`config.mk`:
```
export PLATFORM = sky130hd
export DESIGN_NAME = hc595_shifter
export DESIGN_NICKNAME = d
export VERILOG_FILES = /design/src/rtl/hc595_pkg.sv /design/src/rtl/hc595_pwm.sv /design/src/rtl/hc595_shifter.sv
export SDC_FILE = /design/constraint.sdc
export NUM_CORES = 1
export LEC_CHECK = 0
export ABC_AREA = 1
export CAP_MARGIN = 20
export CORE_UTILIZATION = 55
export CTS_CLUSTER_DIAMETER = 120
export DETAILED_ROUTE_END_ITERATION = 10
export HOLD_SLACK_MARGIN = 0.02
export PLACE_DENSITY = 0.82
export SYNTH_ARGS = -nofsm -noshare
export SYNTH_HDL_FRONTEND = slang
export SYNTH_SLANG_ARGS = --single-unit
```
`constraint.sdc`:
```
create_clock -name sys_clk -period 3.2 [get_ports sys_clk]
set_input_delay 0.8 -clock sys_clk [delete_from_list [all_inputs] [get_ports sys_clk]]
set_output_delay 0.8 -clock sys_clk [all_outputs]
set_load 0.1 [all_outputs]
```
`src/rtl/hc595_pkg.sv`:
```
// hc595_pkg: shared constants and FSM state type for the 74HC595 serializer.
package hc595_pkg;

    localparam int FRAME_BITS = 14;

    typedef enum logic [1:0] {
        LOAD  = 2'd0,
        SHIFT = 2'd1,
        LATCH = 2'd2
    } state_t;

    localparam logic DS_RST   = 1'b0;
    localparam logic SHCP_RST = 1'b0;
    localparam logic STCP_RST = 1'b0;
    localparam logic OE_RST   = 1'b1;
    localparam logic DONE_RST = 1'b0;

endpackage

```
`src/rtl/hc595_pwm.sv`:
```
// hc595_pwm: frame counter and output-enable gating for display dimming.
// Only instantiated when HC595_PWM_EN is defined.
module hc595_pwm
    import hc595_pkg::*;
(
    input  logic       sys_clk,
    input  logic       sys_rst_n,
    input  logic       load,
    input  logic       frame_done,
    input  logic [2:0] brightness,
    output logic       oe
);

    logic [2:0] frame_cnt;
    logic [2:0] frame_cnt_inc;
    logic [2:0] bright_q;

    assign frame_cnt_inc = frame_cnt + 3'd1;

    // Sample brightness at LOAD; on each frame_done advance p and decide oe for the next frame period.
    always_ff @(posedge sys_clk or negedge sys_rst_n) begin
        if (!sys_rst_n) begin
            frame_cnt <= 3'd0;
            bright_q  <= 3'd0;
            oe        <= OE_RST;
        end else begin
            if (load) begin
                bright_q <= brightness;
            end
            if (frame_done) begin
                frame_cnt <= frame_cnt_inc;
                oe        <= (frame_cnt_inc > bright_q);
            end
        end
    end

endmodule

```
`src/rtl/hc595_shifter.sv`:
```
// hc595_shifter: serializes {seg, sel} into two cascaded 74HC595s, free-running
// LOAD -> SHIFT -> LATCH frames. Optional dimming is enabled with HC595_PWM_EN.
module hc595_shifter
    import hc595_pkg::*;
#(
    parameter int BIT_CYC = 4
) (
    input  logic       sys_clk,
    input  logic       sys_rst_n,
    input  logic [5:0] sel,
    input  logic [7:0] seg,
    input  logic [2:0] brightness,
    output logic       ds,
    output logic       shcp,
    output logic       stcp,
    output logic       oe,
    output logic       frame_done
);

    localparam int CW = $clog2(BIT_CYC);
    localparam logic [CW-1:0] C_LAST = CW'(BIT_CYC - 1);
    localparam logic [CW-1:0] C_HALF = CW'(BIT_CYC / 2);
    localparam logic [3:0]    K_LAST = 4'(FRAME_BITS - 1);

    state_t                  state, state_n;
    logic [3:0]              bit_idx, bit_idx_n;
    logic [CW-1:0]           sub_cnt, sub_cnt_n;
    logic [FRAME_BITS-1:0]   shadow, shadow_n;
    logic                    ds_n, shcp_n, stcp_n, done_n;

    // Next-state logic, then pin values derived from the upcoming state so the pins can be registered.
    always_comb begin
        state_n   = state;
        bit_idx_n = bit_idx;
        sub_cnt_n = sub_cnt;
        shadow_n  = shadow;
        ds_n      = DS_RST;
        shcp_n    = SHCP_RST;
        stcp_n    = STCP_RST;
        done_n    = DONE_RST;

        case (state)
            LOAD: begin
                shadow_n  = {seg, sel};
                bit_idx_n = 4'd0;
                sub_cnt_n = '0;
                state_n   = SHIFT;
            end
            SHIFT: begin
                if (sub_cnt == C_LAST) begin
                    sub_cnt_n = '0;
                    if (bit_idx == K_LAST) begin
                        bit_idx_n = 4'd0;
                        state_n   = LATCH;
                    end else begin
                        bit_idx_n = bit_idx + 4'd1;
                    end
                end else begin
                    sub_cnt_n = sub_cnt + CW'(1);
                end
            end
            LATCH: begin
                if (sub_cnt == C_LAST) begin
                    sub_cnt_n = '0;
                    state_n   = LOAD;
                end else begin
                    sub_cnt_n = sub_cnt + CW'(1);
                end
            end
            default: begin
                state_n = LOAD;
            end
        endcase

        case (state_n)
            SHIFT: begin
                ds_n   = shadow_n[K_LAST - bit_idx_n];
                shcp_n = (sub_cnt_n >= C_HALF);
            end
            LATCH: begin
                stcp_n = (sub_cnt_n >= C_HALF);
                done_n = (sub_cnt_n == C_LAST);
            end
            default: begin
                ds_n = DS_RST;
            end
        endcase
    end

    // State, counters, shadow word and registered pin outputs.
    always_ff @(posedge sys_clk or negedge sys_rst_n) begin
        if (!sys_rst_n) begin
            state      <= LOAD;
            bit_idx    <= 4'd0;
            sub_cnt    <= '0;
            shadow     <= '0;
            ds         <= DS_RST;
            shcp       <= SHCP_RST;
            stcp       <= STCP_RST;
            frame_done <= DONE_RST;
        end else begin
            state      <= state_n;
            bit_idx    <= bit_idx_n;
            sub_cnt    <= sub_cnt_n;
            shadow     <= shadow_n;
            ds         <= ds_n;
            shcp       <= shcp_n;
            stcp       <= stcp_n;
            frame_done <= done_n;
        end
    end

`ifdef HC595_PWM_EN
    hc595_pwm u_pwm (
        .sys_clk    (sys_clk),
        .sys_rst_n  (sys_rst_n),
        .load       (state == LOAD),
        .frame_done (frame_done),
        .brightness (brightness),
        .oe         (oe)
    );
`else
    logic unused_brightness;
    assign unused_brightness = ^brightness;

    // Keep the display blanked until the first complete frame has been latched.
    always_ff @(posedge sys_clk or negedge sys_rst_n) begin
        if (!sys_rst_n) begin
            oe <= OE_RST;
        end else if (frame_done) begin
            oe <= 1'b0;
        end
    end
`endif

endmodule

```
==> out/results.tsv <==
stage	metric	value	unit
clock_tree	post-CTS sizing	0	
final_layout	# nets final	239	
critical_path	cell mode on critical path	nand2_1	
clock_tree	Num CTS Buffers	3	
yosys	FF+latch count, synth	27	
grt	vias in the first global route	1015	
yosys	ys async rst share	100	%
timing	Sum Neg Setup Slack	0	ns
clock_tree	Worst-path clk slew	0.13	ns
yosys	Mean Syn Cell Area	8.07	um2
floorplan	row cnt	18	
final_layout	Filler cells	210	
timing	Max Slew Vio Count	0	
route	Routed WL	2640	um
clock_tree	hold buffers post-CTS	0	
timing	slew margin rel.	74.1	%
floorplan	die width	54.5	um
yosys	synth warn	0	
final_layout	Util after Layout	69.2	%
yosys	dominant cells by area after synthesis	dfrtp_1 43%, nand2_1 17%, ha_1 6.6%	
timing	slew of the pin with the lowest slew margin	0.385	ns
placed_design	RePlAce Congestion	0.859	
route	DRC errors left	0	
critical_path	worst-path fanout max	7	
critical_path	Crit path max-delay family	simple AND/OR/NAND/NOR gates	
timing	Final Skew	0.00143	ns
final_layout	design area	0.00176	mm2
critical_path	depth of the most critical reg-to-reg path	14	
critical_path	Slowest cell on crit path	dfrtp_1	
route	antenna-violating nets left	0	
yosys	Post-Syn Area	0.00152	mm2
grt	initial antenna violation count	0	
yosys	Synth Instances	188	
clock_tree	H-Tree Level Count	1	
floorplan	io pins	24	
floorplan	Die Ht	54.5	um
job	Max-Cap Viols	0	
hold_path	worst hold path type	flip-flop to flip-flop	
timing	worst hold slack	0.425	ns
route	Avg WL per Cell	11.0	um
grt	Global Route Usage Sum	20.5	%
critical_path	Critical Path Sink Type	flip-flop	
power	Max VDD drop	0.343	mV
yosys	Post-Syn Nets	215	
yosys	EDFF count, synth	0	
yosys	cell with the most instances after synthesis	nand2_1	
final_layout	share of layout cells above drive strength 1	16.6	%
hold_path	Hold Crit Depth	1	
power	Pwr per Cell Area	306	mW/mm2
placed_design	Post-DP HPWL	2140	um
clock_tree	clk buf depth	2	
floorplan	Die ar.	0.00297	mm2
timing	RSZ-0062 raised after global routing	false	
critical_path	WP data arrival	2.33	ns
grt	first-pass GRT wire length	4240	um
yosys	Synth Flop Type	dfrtp_1	
grt	largest net degree at the start of global routing	28	
floorplan	Starting Density	59.6	%
clock_tree	CTS tree	built	
critical_path	CP required	3.46	ns
critical_path	CP cell instances	ha_1 -> inv_1 -> nand2_1 -> o21ai_2 -> nand2_2 -> nand2_4 -> ha_1 -> nor2_2 -> nand2_1 -> nor2_1 -> nor2_1 -> nand2_1 -> nand2_1 -> nor2_1	
timing	period utilisation layout	64.6	%
clock_tree	CTS Root Cell	clkbuf_4	
final_layout	non-filler instance count after layout	241	
floorplan	Core ar.	0.00254	mm2
yosys	top post-synthesis cells by count	70 x nand2_1, 26 x dfrtp_1, 19 x inv_1, 16 x nand3_1, 11 x nor2_1	
timing	final hold violations	0	
power	LEAKAGE	0.905	nW
critical_path	Max stage delay on crit path	0.42	ns
placed_design	DP Area	0.00173	mm2
grt	grt ovf	0	
yosys	post-synth top area share	42.9	%
placed_design	# port buffers	20	
clock_tree	later-pin clock latency in the skew report	0.31	ns
route	DR vias/cell	4.93	
timing	f_max	484	MHz
critical_path	Startpoint Class	flip-flop	
clock_tree	post-CTS setup repair buffer count	0	
yosys	post-synth top area cell	dfrtp_1	
placed_design	dpl cells	237	
critical_path	CP Class	flip-flop to flip-flop	
status	status	completed	
clock_tree	CTS sink cnt	27	
timing	min cycle time layout	2.07	ns
route	number of DRC violations after detailed-routing iteration 0	22	
critical_path	worst path bufs/invs	1	
final_layout	# diodes	0	
final_layout	Layout area overhead	16.0	%
timing	final setup vio count	0	
route	first-pass iteration count of the detailed router	4	
route	vias	1187	
critical_path	Crit path depth	14	
yosys	Synth cell types	25	
yosys	Seq/Total Area, Yosys	44.6	%
==> metal layers <==
layer / vias to the layer above / routed length (um) / global-route usage [%]
met5: - / 0 / 0
met2: 18 / 1380 / 37.4
met3: 5 / 65 / 1.67
li1: 628 / - / -
met1: 536 / 1150 / 24.8
met4: 0 / 40 / 7.69
==> registers in the layout (all words and copies together) (netlist names) <==
register    count
sub_cnt         2
shadow         14
state           2
stcp            1
oe              1
shcp            1
ds              1
frame_done      1
bit_idx         4
==> area by class of cell <==
cell class	count	area, um2	area share (%)
multi-input cells	136	729	41.4
flip-flops and latches	27	677	38.5
inverters	22	87.6	4.98
well taps	30	37.5	2.13
clock buffers	4	26.3	1.49
repair buffers	22	203	11.5
==> report_power, final <==
| group | internal (W) | switching [W] |
|---|---|---|
| sequential | 0.000351 | 0.00000251 |
| combinational | 0.0000237 | 0.0000233 |
| clock | 0.0000488 | 0.0000899 |
| total | 0.000423 | 0.000116 |
==> worst register-to-register path: cells and delay by family (launching register included) <==
family                   cells  cell delay (ns)
AND/OR/NAND/NOR             10             0.77
adder cells (fa/ha/maj)      2             0.55
flip-flops                   1             0.42
buffers and inverters        1             0.19
AO/OA/AOI/OAI                1             0.08
==> kinds of logic after synthesis <==
family / synth area share [%]
and+or+nand+nor: 37.7
DFF: 44.6
buffers and inverters: 7.34
adders and majority gates: 6.60
AOI/OAI and AO/OA: 3.22
xor gates and xnor gates: 0.577
==> through the flow <==
step,setup WS [ns],power (W)
final,1.13,0.000539
after global routing,0.927,0.000562
after CTS,1.12,0.000544
after detailed placement,1.16,0.000407
after global placement,1.22,0.000406
after floorplan,1.33,0.000377
==> worst paths after layout <==
check	start	to	slack [ns]
worst max-delay path	sub_cnt[0]	ds	1.13
worst min-delay path	frame_done	oe	0.43
worst max register to register	sub_cnt[0]	ds	1.13
worst min register to register	frame_done	oe	0.43
max in group asynchronous	sys_rst_n	oe	2.08
min in group asynchronous	sys_rst_n	frame_done	0.83
==> placed cells by master, fill, tap and decap left out <==
master           netlist  routed
nand2_4                4       4
xor2_1                 1       1
inv_2                  1       1
nor3_1                 2       2
o21a_1                 1       1
inv_4                  2       2
nor2_1                11      11
nand2_8                1       1
clkbuf_1               0       1
buf_4                  1       7
nor2_2                 5       5
nand3_1               16      16
o21ai_0                3       3
dfstp_2                1       1
nor2_4                 1       1
nand2_1               70      70
clkdlybuf4s50_1        0      15
inv_1                 19      19
o21ai_2                3       3
nand3_2                2       2
nand2_2                5       5
nand4_1                2       2
dfrtp_1               26      26
ha_1                   8       8
and2_1                 1       1
clkbuf_4               0       3
Power figures use the tool's default switching activity.
